[config.mk]
export PLATFORM = sky130hd
export DESIGN_NAME = pkt_unform_flat
export DESIGN_NICKNAME = d
export VERILOG_FILES = /design/src/rtl/pkt_pkg.sv /design/src/rtl/pkt_unform_if.sv /design/src/rtl/pkt_csum_acc.sv /design/src/rtl/pkt_unform.sv /design/src/flat_wrapper.sv
export SDC_FILE = /design/constraint.sdc
export NUM_CORES = 1
export LEC_CHECK = 0
export CELL_PAD_IN_SITES_DETAIL_PLACEMENT = 1
export CELL_PAD_IN_SITES_GLOBAL_PLACEMENT = 1
export CORE_MARGIN = 4
export CORE_UTILIZATION = 41
export CTS_BUF_LIST = sky130_fd_sc_hd__clkbuf_8
export CTS_CLUSTER_DIAMETER = 50
export CTS_CLUSTER_SIZE = 16
export DETAILED_ROUTE_END_ITERATION = 12
export PLACE_DENSITY_LB_ADDON = 0.1
export REMOVE_ABC_BUFFERS = 1
export SKIP_CTS_REPAIR_TIMING = 1
export SYNTH_ARGS = -nofsm -noshare
export SYNTH_HDL_FRONTEND = slang
export SYNTH_HIERARCHICAL = 1
export SYNTH_SLANG_ARGS = --single-unit
export TNS_END_PERCENT = 20
[constraint.sdc]
create_clock -name clk -period 5.5 [get_ports clk]
set_input_delay 1.375 -clock clk [delete_from_list [all_inputs] [get_ports clk]]
set_output_delay 1.375 -clock clk [all_outputs]
set_load 0.005 [all_outputs]
[src/rtl/pkt_pkg.sv]
// Shared definitions for the packet formatter/unformatter pair:
// FSM state encoding, buffer sizing, checksum width and I/Q field positions.
package pkt_pkg;

  typedef enum logic [2:0] {
    S_IDLE = 3'd0,
    S_RD   = 3'd1,
    S_WAIT = 3'd2,
    S_WR   = 3'd3,
    S_CHK  = 3'd4,
    S_DONE = 3'd5
  } pkt_state_e;

  localparam int N_BUF     = 360;   // nominal samples per packet
  localparam int MAX_WORDS = 2048;  // limited by the 11-bit packet RAM address
  localparam int CSUM_W    = 32;

  // Sample layout in a 32-bit RAM / FIFO word.
  localparam int I_MSB = 31;
  localparam int I_LSB = 16;
  localparam int Q_MSB = 15;
  localparam int Q_LSB = 0;

  // One checksum step: add both 16-bit halves of a word, wrapping mod 2^32.
  function automatic logic [CSUM_W-1:0] csum_add(input logic [CSUM_W-1:0] acc,
                                                 input logic [31:0]       word);
    csum_add = acc + {16'h0000, word[I_MSB:I_LSB]} + {16'h0000, word[Q_MSB:Q_LSB]};
  endfunction

endpackage

[src/rtl/pkt_unform_if.sv]
// Bus bundle between pkt_unform and its environment (control, packet RAM,
// channel FIFOs, verdict). The master modport is the unformatter itself.
//
// Handshake rules: start is a single-cycle request, sampled only while the
// unformatter is idle (otherwise dropped). wrreq0/wrreq1 are write strobes
// qualified by the FIFO status: a strobe is only raised in a cycle where the
// selected FIFO shows neither full nor af at/above the almost-full level, so
// every strobe is one accepted word. end_rx is a one-cycle completion pulse;
// crc_ok/crc_err change only together with it.
interface pkt_unform_if;
  import pkt_pkg::*;

  logic        start;
  logic [7:0]  channel;
  logic [15:0] nbuf;
  logic [31:0] crc_buf;
  logic [10:0] adr_ram;
  logic [31:0] q_ram;
  logic [31:0] fifo_d;
  logic        wrreq0;
  logic        wrreq1;
  logic [8:0]  af0;
  logic [8:0]  af1;
  logic        full0;
  logic        full1;
  logic        end_rx;
  logic        crc_ok;
  logic        crc_err;
  logic [15:0] err_cnt;
  pkt_state_e  dbg_state;

  modport master (
    input  start, channel, nbuf, crc_buf, q_ram, af0, af1, full0, full1,
    output adr_ram, fifo_d, wrreq0, wrreq1, end_rx, crc_ok, crc_err, err_cnt,
           dbg_state
  );

  modport slave (
    output start, channel, nbuf, crc_buf, q_ram, af0, af1, full0, full1,
    input  adr_ram, fifo_d, wrreq0, wrreq1, end_rx, crc_ok, crc_err, err_cnt,
           dbg_state
  );

endinterface

[src/rtl/pkt_csum_acc.sv]
// Packet checksum accumulator: clear at packet start, then add the I and Q
// halves of each word read from packet RAM, modulo 2^32.
module pkt_csum_acc
  import pkt_pkg::*;
(
  input  logic              clk,
  input  logic              rst,
  input  logic              clr,
  input  logic              en,
  input  logic [31:0]       din,
  output logic [CSUM_W-1:0] acc
);

  // Clear has priority so a new packet never inherits an old sum.
  always_ff @(posedge clk) begin
    if (rst) begin
      acc <= '0;
    end else if (clr) begin
      acc <= '0;
    end else if (en) begin
      acc <= csum_add(acc, din);
    end
  end

endmodule

[src/rtl/pkt_unform.sv]
// Packet unformatter: reads a completed packet from packet RAM, streams its
// I/Q words to FIFO 0 or 1, checks the 16+16 checksum and reports a verdict.
// Three clocks per word (RD, WAIT, WR); stalls only in WR on FIFO back-pressure.
// Build option: define PKT_UNFORM_ERRCNT_EN to build the failed-packet counter;
// without it err_cnt is constant zero.
module pkt_unform
  import pkt_pkg::*;
#(
  parameter int         MAX_WORDS   = pkt_pkg::MAX_WORDS,
  parameter logic [8:0] FIFO_AF_LVL = 9'd500
) (
  input logic          clk,
  input logic          rst,
  pkt_unform_if.master bus
);

  localparam logic [13:0] MAX_W = 14'(MAX_WORDS);

  pkt_state_e        state;
  pkt_state_e        state_n;
  logic [7:0]        ch_q;
  logic [13:0]       nwords_q;
  logic [CSUM_W-1:0] crc_q;
  logic              len_err_q;
  logic [11:0]       addr_q;
  logic [11:0]       addr_nxt;
  logic [31:0]       fifo_d_q;
  logic              verdict_ok_q;
  logic              end_rx_q;
  logic              crc_ok_q;
  logic              crc_err_q;
  logic [CSUM_W-1:0] acc;
  logic              acc_clr;
  logic              acc_en;
  logic              addr_inc;
  logic              wr0;
  logic              wr1;
  logic              stall0;
  logic              stall1;
  logic              wr_go;
  logic              len_bad;

  // Length is rejected before any RAM access: empty, not word-aligned, or too long.
  assign len_bad  = (bus.nbuf == 16'd0) || (bus.nbuf[1:0] != 2'b00) ||
                    (bus.nbuf[15:2] > MAX_W);
  assign stall0   = bus.full0 || (bus.af0 >= FIFO_AF_LVL);
  assign stall1   = bus.full1 || (bus.af1 >= FIFO_AF_LVL);
  // Channels above 1 have no FIFO: the word is dropped and nothing can stall it.
  assign wr_go    = (ch_q == 8'd0) ? !stall0 :
                    (ch_q == 8'd1) ? !stall1 : 1'b1;
  assign addr_nxt = addr_q + 12'd1;

  pkt_csum_acc u_csum (
    .clk (clk),
    .rst (rst),
    .clr (acc_clr),
    .en  (acc_en),
    .din (bus.q_ram),
    .acc (acc)
  );

  // State register.
  always_ff @(posedge clk) begin
    if (rst) state <= S_IDLE;
    else     state <= state_n;
  end

  // Next-state logic plus the per-cycle strobes (write, accumulate, advance).
  always_comb begin
    state_n  = state;
    acc_clr  = 1'b0;
    acc_en   = 1'b0;
    addr_inc = 1'b0;
    wr0      = 1'b0;
    wr1      = 1'b0;
    case (state)
      S_IDLE: begin
        if (bus.start) begin
          acc_clr = 1'b1;
          state_n = len_bad ? S_CHK : S_RD;
        end
      end
      S_RD:   state_n = S_WAIT;
      S_WAIT: begin
        acc_en  = 1'b1;
        state_n = S_WR;
      end
      S_WR: begin
        if (wr_go) begin
          wr0      = (ch_q == 8'd0);
          wr1      = (ch_q == 8'd1);
          addr_inc = 1'b1;
          state_n  = ({2'b00, addr_nxt} < nwords_q) ? S_RD : S_CHK;
        end
      end
      S_CHK:  state_n = S_DONE;
      S_DONE: state_n = S_IDLE;
      default: state_n = S_IDLE;
    endcase
  end

  // Packet context, RAM address, FIFO data register and verdict outputs.
  always_ff @(posedge clk) begin
    if (rst) begin
      ch_q         <= '0;
      nwords_q     <= '0;
      crc_q        <= '0;
      len_err_q    <= 1'b0;
      addr_q       <= '0;
      fifo_d_q     <= '0;
      verdict_ok_q <= 1'b0;
      end_rx_q     <= 1'b0;
      crc_ok_q     <= 1'b0;
      crc_err_q    <= 1'b0;
    end else begin
      end_rx_q <= (state == S_DONE);
      if (state == S_IDLE && bus.start) begin
        ch_q      <= bus.channel;
        nwords_q  <= bus.nbuf[15:2];
        crc_q     <= bus.crc_buf;
        len_err_q <= len_bad;
        addr_q    <= '0;
      end
      if (state == S_WAIT) fifo_d_q <= bus.q_ram;
      if (addr_inc) addr_q <= addr_nxt;
      if (state == S_CHK) begin
        verdict_ok_q <= !len_err_q && (ch_q <= 8'd1) && (acc == crc_q);
      end
      // Verdict flips together with end_rx so it is stable between pulses.
      if (state == S_DONE) begin
        crc_ok_q  <= verdict_ok_q;
        crc_err_q <= !verdict_ok_q;
      end
    end
  end

`ifdef PKT_UNFORM_ERRCNT_EN
  logic [15:0] err_cnt_q;

  // Failed-packet counter, saturating so it never wraps back to a clean count.
  always_ff @(posedge clk) begin
    if (rst) begin
      err_cnt_q <= '0;
    end else if (state == S_DONE && !verdict_ok_q && err_cnt_q != 16'hFFFF) begin
      err_cnt_q <= err_cnt_q + 16'd1;
    end
  end

  assign bus.err_cnt = err_cnt_q;
`else
  assign bus.err_cnt = 16'h0000;
`endif

  assign bus.adr_ram   = addr_q[10:0];
  assign bus.fifo_d    = fifo_d_q;
  assign bus.wrreq0    = wr0;
  assign bus.wrreq1    = wr1;
  assign bus.end_rx    = end_rx_q;
  assign bus.crc_ok    = crc_ok_q;
  assign bus.crc_err   = crc_err_q;
  assign bus.dbg_state = state;

endmodule

[src/flat_wrapper.sv]
// flat-port wrapper written by rule: the top's interface ports become plain ports
module pkt_unform_flat import pkt_pkg::*;
#(
  parameter int         MAX_WORDS   = pkt_pkg::MAX_WORDS,
  parameter logic [8:0] FIFO_AF_LVL = 9'd500
)
  (clk, rst, bus_start, bus_channel, bus_nbuf, bus_crc_buf, bus_q_ram, bus_af0, bus_af1, bus_full0, bus_full1, bus_adr_ram, bus_fifo_d, bus_wrreq0, bus_wrreq1, bus_end_rx, bus_crc_ok, bus_crc_err, bus_err_cnt, bus_dbg_state);
  pkt_unform_if bus_i ();
  input logic clk;
  input logic rst;
  input wire logic [$bits(bus_i.start)-1:0] bus_start;
  input wire logic [$bits(bus_i.channel)-1:0] bus_channel;
  input wire logic [$bits(bus_i.nbuf)-1:0] bus_nbuf;
  input wire logic [$bits(bus_i.crc_buf)-1:0] bus_crc_buf;
  input wire logic [$bits(bus_i.q_ram)-1:0] bus_q_ram;
  input wire logic [$bits(bus_i.af0)-1:0] bus_af0;
  input wire logic [$bits(bus_i.af1)-1:0] bus_af1;
  input wire logic [$bits(bus_i.full0)-1:0] bus_full0;
  input wire logic [$bits(bus_i.full1)-1:0] bus_full1;
  output wire logic [$bits(bus_i.adr_ram)-1:0] bus_adr_ram;
  output wire logic [$bits(bus_i.fifo_d)-1:0] bus_fifo_d;
  output wire logic [$bits(bus_i.wrreq0)-1:0] bus_wrreq0;
  output wire logic [$bits(bus_i.wrreq1)-1:0] bus_wrreq1;
  output wire logic [$bits(bus_i.end_rx)-1:0] bus_end_rx;
  output wire logic [$bits(bus_i.crc_ok)-1:0] bus_crc_ok;
  output wire logic [$bits(bus_i.crc_err)-1:0] bus_crc_err;
  output wire logic [$bits(bus_i.err_cnt)-1:0] bus_err_cnt;
  output wire logic [$bits(bus_i.dbg_state)-1:0] bus_dbg_state;
  assign bus_i.start = bus_start;
  assign bus_i.channel = bus_channel;
  assign bus_i.nbuf = bus_nbuf;
  assign bus_i.crc_buf = bus_crc_buf;
  assign bus_i.q_ram = bus_q_ram;
  assign bus_i.af0 = bus_af0;
  assign bus_i.af1 = bus_af1;
  assign bus_i.full0 = bus_full0;
  assign bus_i.full1 = bus_full1;
  assign bus_adr_ram = bus_i.adr_ram;
  assign bus_fifo_d = bus_i.fifo_d;
  assign bus_wrreq0 = bus_i.wrreq0;
  assign bus_wrreq1 = bus_i.wrreq1;
  assign bus_end_rx = bus_i.end_rx;
  assign bus_crc_ok = bus_i.crc_ok;
  assign bus_crc_err = bus_i.crc_err;
  assign bus_err_cnt = bus_i.err_cnt;
  assign bus_dbg_state = bus_i.dbg_state;
  pkt_unform #(.MAX_WORDS(MAX_WORDS), .FIFO_AF_LVL(FIFO_AF_LVL)) u_core (.clk(clk), .rst(rst), .bus(bus_i));
endmodule
# After elaboration in Yosys (flattened, before gate mapping)
# Index checks and enable logic that the tools add are counted.
totals:
  output_inout_bits: 67
  regBits: 138
op_classes:
  magnitude_cmp: 5
  eq_ne: 9
  add_sub_neg: 3
  mux: 18
  n_reduce_logical: 18
ops:
  columns: ["operator", "count"]
  rows:
  - ["adder 32 x 16 -> 32 bit", 2]
  - ["equality test 32 bit", 1]
  - ["2-to-1 mux 12 bit", 2]
  - [">= comparator 9 bit, second input constant", 2]
  - ["zero test 16 bit", 1]
  - ["one-hot mux 3 bit (5 select lines)", 1]
  - ["greater-than comparator 14 x 12 -> 1 bit, second input constant", 1]
  - ["< comparator 12 x 14 -> 1 bit", 1]
  - ["adder 12 x 1 -> 12 bit, second input constant", 1]
  - ["2-to-1 mux 3 bit", 4]
  - ["2-to-1 mux 1 bit", 11]
  - ["equality test 8 x 1 -> 1 bit, second input constant", 1]
  - ["<= comparator 8 x 1 -> 1 bit, second input constant", 1]
  - ["zero test 8 bit", 1]
  - ["equality test 3 x 2 -> 1 bit, second input constant", 2]
  - ["equality test 3 bit, second input constant", 2]
  - ["zero test 1 bit", 4]
  - ["logical OR 1 bit", 4]
  - ["nonzero test 2 bit", 2]
  - ["equality test 3 x 1 -> 1 bit, second input constant", 1]
  - ["logical AND 1 bit", 3]
  - ["zero test 3 bit", 1]
  - ["!= test 2 x 1 -> 1 bit, second input constant", 1]
  - ["!= test 2 bit, second input constant", 1]
  - ["2 further kinds", 2]

# Longest topological paths before layout
depth:
  ltp_word: 8
  depth_mapped: 12

# Modules after synthesis
# Netlist, hierarchy kept.
modules_own_cells:
  columns: ["module", "n_inst", "area_each_um2", "cells_per_inst", "seq_area_each_um2"]
  rows:
  - ["pkt_unform", 1, 4987.3, 647, 2122.0]
  - ["pkt_csum_acc", 1, 2484.9, 283, 640.6]

# Least setup slack after synthesis
# No wires, ideal clock.
synth_timing:
  kind: "input port to output port"
  startpoint: "input bus_af0[4]"
  endpoint: "output bus_wrreq1"
  required_time_ps: 4125
  arrival_ps: 2299
  path_slack_ps: 1826
  path_stages: 5
  path_cell_list: "nand4_1 o21ai_0 a31oi_1 clkbuf_1 and3_1"
synth_via:
  elab_chain_cells: 6
synth_rtl:
  columns: ["element", "line_no", "source"]
  rows:
  - ["from (decl)", "flat_wrapper.sv:16", "input wire logic [$bits(bus_i.af0)-1:0] bus_af0;"]
  - [">= comparator 9 bit", "pkt_unform.sv:46", "assign stall0 = bus.full0 || (bus.af0 >= FIFO_AF_LVL);"]
  - ["logical OR 1 bit", "pkt_unform.sv:46", null]
  - ["zero test 1 bit", "pkt_unform.sv:49", "assign wr_go = (ch_q == 8'd0) ? !stall0 :"]
  - ["2-to-1 mux 1 bit", "pkt_unform.sv:49", null]
  - ["2-to-1 mux 1 bit", "pkt_unform.sv:89", "if (wr_go) begin"]
  - ["2-to-1 mux 1 bit", "pkt_unform.sv:76", "case (state)"]
  - ["to (decl)", "flat_wrapper.sv:23", "output wire logic [$bits(bus_i.wrreq1)-1:0] bus_wrreq1;"]
# Every way passes these cells.

# Worst setup path after layout
layout_timing:
  startpoint: "input bus_af0[5]"
  endpoint: "output bus_wrreq1"
# The elaborated chain is that of the path after synthesis.

==> impl_metrics.prom <==
# TYPE chip_impl_metric gauge
chip_impl_info{name="rsz0062_at_grt",value="false"} 1
chip_impl_metric{name="timing.critical_path.arrival",unit="ps"} 3170
chip_impl_metric{name="crit_path_max_fanout",unit=""} 4
chip_impl_metric{name="floorplan.die.width",unit="µm"} 143
chip_impl_info{name="worst_setup_path_start_kind",value="input port"} 1
chip_impl_metric{name="p_int",unit="mW"} 1.77
chip_impl_metric{name="power_density",unit="nW/µm²"} 286
chip_impl_metric{name="initialDrtViolationCount",unit=""} 243
chip_impl_metric{name="sequential_fraction_of_design_power",unit="%"} 43.2
chip_impl_metric{name="max_slew_margin",unit="%"} 26.1
chip_impl_info{name="path_cells",value="clkdlybuf4s50_1 > nand4_1 > o21ai_0 > a31oi_1 > and3_1 > clkdlybuf4s50_1"} 1
chip_impl_metric{name="grt_first_pass_wirelength",unit="µm"} 34400
chip_impl_info{name="global_route.peak_usage_layer",value="met2"} 1
chip_impl_metric{name="buffer_ports.inserted",unit=""} 157
chip_impl_info{name="cp-endpoint",value="bus_wrreq1"} 1
chip_impl_metric{name="postRouteAntennaNets",unit=""} 0
chip_impl_metric{name="ys_warn_count",unit=""} 6
chip_impl_metric{name="regToRegSetupSlack",unit="ps"} 2220
chip_impl_metric{name="worstMarginPinSlew",unit="ps"} 1100
chip_impl_metric{name="logic_depth_of_the_worst_register_to_register_path",unit=""} 10
chip_impl_info{name="cp_common_cell",value="sky130_fd_sc_hd__clkdlybuf4s50_1"} 1
chip_impl_metric{name="cts_htree_levels",unit=""} 4
chip_impl_info{name="worst_r2r_endpoint",value="u_core/u_csum/acc[24]"} 1
chip_impl_metric{name="report.final.hold_viol_count",unit=""} 0
chip_impl_metric{name="cts-root-to-sink-buffers",unit=""} 2
chip_impl_info{name="ys.flop_type",value="sky130_fd_sc_hd__dfxtp_1"} 1
chip_impl_info{name="cp-startpoint",value="bus_af0[5]"} 1
chip_impl_info{name="worstReg2RegStart",value="u_core/bus.dbg_state[1]"} 1
chip_impl_metric{name="met3_usage",unit="%"} 3.72
chip_impl_metric{name="gr-usage-met2",unit="%"} 35.0
chip_impl_metric{name="synth.yosys.seq_area_share",unit="%"} 37.0
chip_impl_metric{name="fp.dieArea",unit="µm²"} 20400
chip_impl_metric{name="vdd.ir_drop.worst",unit="mV"} 0.160
chip_impl_metric{name="grt_remaining_overflow",unit=""} 0
chip_impl_info{name="cp_top_family",value="buffers and inverters"} 1
chip_impl_metric{name="synth.ff_latch_count",unit=""} 138
chip_impl_metric{name="drt_wl_cell",unit="µm"} 16.3
chip_impl_metric{name="gr_met1_demand_resource",unit="%"} 27.7
chip_impl_metric{name="grt_pass1_vias",unit=""} 6870
chip_impl_metric{name="setup_slack",unit="ps"} 958
chip_impl_metric{name="period_minus_slack",unit="ps"} 4540
chip_impl_info{name="worst_path_max_delay_cell",value="sky130_fd_sc_hd__clkdlybuf4s50_1"} 1
chip_impl_metric{name="track_usage",unit="%"} 21.0
chip_impl_info{name="outcome",value="finished clean"} 1
chip_impl_metric{name="worst-path-stages",unit=""} 6
chip_impl_metric{name="layout-drive-gt1-share",unit="%"} 5.35
chip_impl_info{name="most_common_library_cell_in_the_layout_ignoring_fill_and_taps",value="sky130_fd_sc_hd__nand2_1"} 1
chip_impl_metric{name="postSynthCellCount",unit=""} 930
chip_impl_metric{name="finalSetupViolCount",unit=""} 0
chip_impl_metric{name="final.hold.worst_slack",unit="ps"} 457
chip_impl_metric{name="p_leak",unit="nW"} 3.57
chip_impl_info{name="worst_setup_path_end_kind",value="output port"} 1
chip_impl_metric{name="numClockSinks",unit=""} 138
chip_impl_info{name="final_cell_mix",value="215 x sky130_fd_sc_hd__nand2_1, 156 x sky130_fd_sc_hd__clkdlybuf4s50_1, 138 x sky130_fd_sc_hd__dfxtp_1"} 1
chip_impl_metric{name="share_comb_of_total_power",unit="%"} 29.0
chip_impl_metric{name="place_worst_setup_slack",unit="ps"} 966
chip_impl_metric{name="floorplan.io_pins",unit=""} 178
chip_impl_metric{name="detail_route.first_pass.iterations",unit=""} 4
chip_impl_metric{name="route.detailed.drc",unit=""} 0
chip_impl_metric{name="die_h",unit="µm"} 143
chip_impl_metric{name="syn_area",unit="µm²"} 7470
chip_impl_info{name="min_path_type",value="reg2reg"} 1
chip_impl_metric{name="synth.distinct_cells",unit=""} 73
chip_impl_metric{name="synth_enable_flop_cells",unit=""} 0
chip_impl_metric{name="initial_core_util",unit="%"} 41.6
chip_impl_metric{name="syn_area_per_cell",unit="µm²"} 8.03
chip_impl_metric{name="synth_async_sr_flop_share",unit="%"} 0
chip_impl_metric{name="maxSlewViolCount",unit=""} 0
chip_impl_metric{name="num_rows",unit=""} 49
chip_impl_metric{name="fin_worst_skew",unit="ps"} 11.5
chip_impl_metric{name="largest_net_degree_at_the_start_of_global_routing",unit=""} 76
chip_impl_info{name="clock_tree_from_tritoncts",value="done"} 1
chip_impl_metric{name="setup_total_negative_slack",unit="ps"} 0
chip_impl_metric{name="drt-total-wl",unit="µm"} 21100
chip_impl_info{name="cts.root.buffer_cell",value="sky130_fd_sc_hd__clkbuf_8"} 1
chip_impl_metric{name="critPathBufInv",unit=""} 2
chip_impl_metric{name="num_vias",unit=""} 6761
chip_impl_metric{name="timing.final.crit_share",unit="%"} 82.6
chip_impl_metric{name="power.switching_fraction",unit="%"} 34.1
chip_impl_metric{name="totalPowerFinal",unit="mW"} 2.68
chip_impl_metric{name="antenna_found_initial",unit=""} 1
chip_impl_metric{name="cts-buffers-inserted",unit=""} 17
chip_impl_metric{name="p_switching",unit="mW"} 0.914
chip_impl_metric{name="core_region_area",unit="µm²"} 18000
chip_impl_metric{name="fmax",unit="GHz"} 0.220
chip_impl_metric{name="worst-endpoint-required",unit="ps"} 4120
chip_impl_metric{name="power.clock.fraction",unit="%"} 27.8
chip_impl_info{name="critPathKind",value="in2out"} 1
chip_impl_metric{name="drv.max_cap_violation_count",unit=""} 0
chip_impl_metric{name="clock_insertion_delay_worst_skew",unit="ps"} 460
chip_impl_metric{name="gp_congestion",unit=""} 0.837
chip_impl_metric{name="post-dp-hpwl",unit="µm"} 15600
chip_impl_metric{name="flow.area_growth_from_synthesis",unit="%"} 25.5
chip_impl_metric{name="layout.nets",unit=""} 1211
chip_impl_metric{name="critPathMaxStageDelay",unit="ps"} 460
chip_impl_metric{name="detail_route.vias_per_cell",unit=""} 5.22
chip_impl_metric{name="clkTransAtPathRegs",unit="ps"} 70
-- registers in the layout, indices dropped and copies added, names as in the netlist --
name,count
u_core/nwords_q,14
u_core/u_csum/acc,32
u_core/bus.crc_err,1
u_core/addr_q,12
u_core/bus.crc_ok,1
u_core/bus.end_rx,1
u_core/ch_q,8
u_core/bus.fifo_d,32
u_core/len_err_q,1
u_core/verdict_ok_q,1
u_core/bus.dbg_state,3
u_core/crc_q,32
-- routing by layer --
metal,part of all wire [%],vias up
li1,-,3385
met1,47,3213
met2,46,140
met3,5.1,23
met4,1.5,0
met5,0,-
-- stage by stage --
step / utilization [%] / cells / instance area (µm²)
2_1_floorplan: - / 872 / 7140
3_3_place_gp: 50.3 / 1264 / 9040
3_5_place_dp: 50.3 / 1264 / 9040
4_1_cts: 52.2 / 1294 / 9380
5_1_grt: 52.2 / 1295 / 9380
6_report: 52.2 / 1295 / 9380
-- worst reg2reg max path, cell delays in order (launching register included) --
cell and delay (ps):
sky130_fd_sc_hd__dfxtp_1 470, sky130_fd_sc_hd__inv_1 90, sky130_fd_sc_hd__or3_2 730, sky130_fd_sc_hd__inv_2 590, sky130_fd_sc_hd__nand2_1 160, sky130_fd_sc_hd__nor3_1 370, sky130_fd_sc_hd__and3_1 240, sky130_fd_sc_hd__nand3_1 80
sky130_fd_sc_hd__o2bb2ai_1 210, sky130_fd_sc_hd__xnor2_1 140, sky130_fd_sc_hd__nor2_1 50
-- area by class of cell --
type,instances,area [µm²]
Fill cell,2197,8580
Multi-Input combinational cell,701,4250
Sequential cell,138,2760
Timing Repair Buffer,163,1610
Tap cell,229,287
Clock buffer,18,248
Inverter,33,124
Clock inverter,12,88.8
Antenna cell,1,2.50
-- power by group through the flow --
stage               clock, mW  combinational [mW]  sequential [mW]
floorplan                   0               0.462             1.17
global placement            0               0.761             1.18
detailed placement          0               0.778             1.19
CTS                     0.771               0.785             1.16
global route            0.815               0.876             1.18
finish                  0.746               0.777             1.16
-- cells by family (layout without fill, tap and decap cells) --
family,Yosys count,count (layout),synth area share (%)
adders and majority gates,46,46,9.41
muxes,9,9,1.21
xor gates and xnor gates,56,56,6.56
and+or+nand+nor,369,369,22.6
DFF,138,138,37.0
other,1,17,0.0502
AOI/OAI and AO/OA,205,205,16.3
buffers and inverters,106,226,6.87
-- worst min path at each step --
| stage | start | endpoint | slack (ps) | depth (start not counted) |
|---|---|---|---|---|
| 6_report | u_core/nwords_q[2] | u_core/nwords_q[2] | 460 | 2 |
| 5_1_grt | u_core/bus.fifo_d[27] | u_core/bus.fifo_d[27] | 480 | 2 |
| 4_1_cts | u_core/bus.fifo_d[23] | u_core/bus.fifo_d[23] | 460 | 2 |
| 3_5_place_dp | u_core/bus.fifo_d[23] | u_core/bus.fifo_d[23] | 450 | 2 |
| 3_3_place_gp | u_core/ch_q[6] | u_core/ch_q[6] | 440 | 2 |
| 2_1_floorplan | u_core/ch_q[6] | u_core/ch_q[6] | 420 | 2 |
-- Yosys cell counts (7+ instances only) --
cell                       instances  area, µm²
sky130_fd_sc_hd__a21oi_1         122        611
sky130_fd_sc_hd__and3_1            7       43.8
sky130_fd_sc_hd__buf_4            28        210
sky130_fd_sc_hd__clkbuf_1         37        139
sky130_fd_sc_hd__dfxtp_1         138       2760
sky130_fd_sc_hd__fa_1             17        340
sky130_fd_sc_hd__ha_1             29        363
sky130_fd_sc_hd__inv_1            33        124
sky130_fd_sc_hd__mux2i_1           9       90.1
sky130_fd_sc_hd__nand2_1         215        807
sky130_fd_sc_hd__nand3_1          20        100
sky130_fd_sc_hd__nand3b_1          8       60.1
sky130_fd_sc_hd__nand4_1          11       68.8
sky130_fd_sc_hd__nor2_1           39        146
sky130_fd_sc_hd__nor2b_1           7       43.8
sky130_fd_sc_hd__nor3_1           12       60.1
sky130_fd_sc_hd__nor4_1           10       62.6
sky130_fd_sc_hd__o21ai_0          25        125
sky130_fd_sc_hd__xnor2_1          22        193
sky130_fd_sc_hd__xor2_1           34        298
Power figures use the tool's default switching activity.
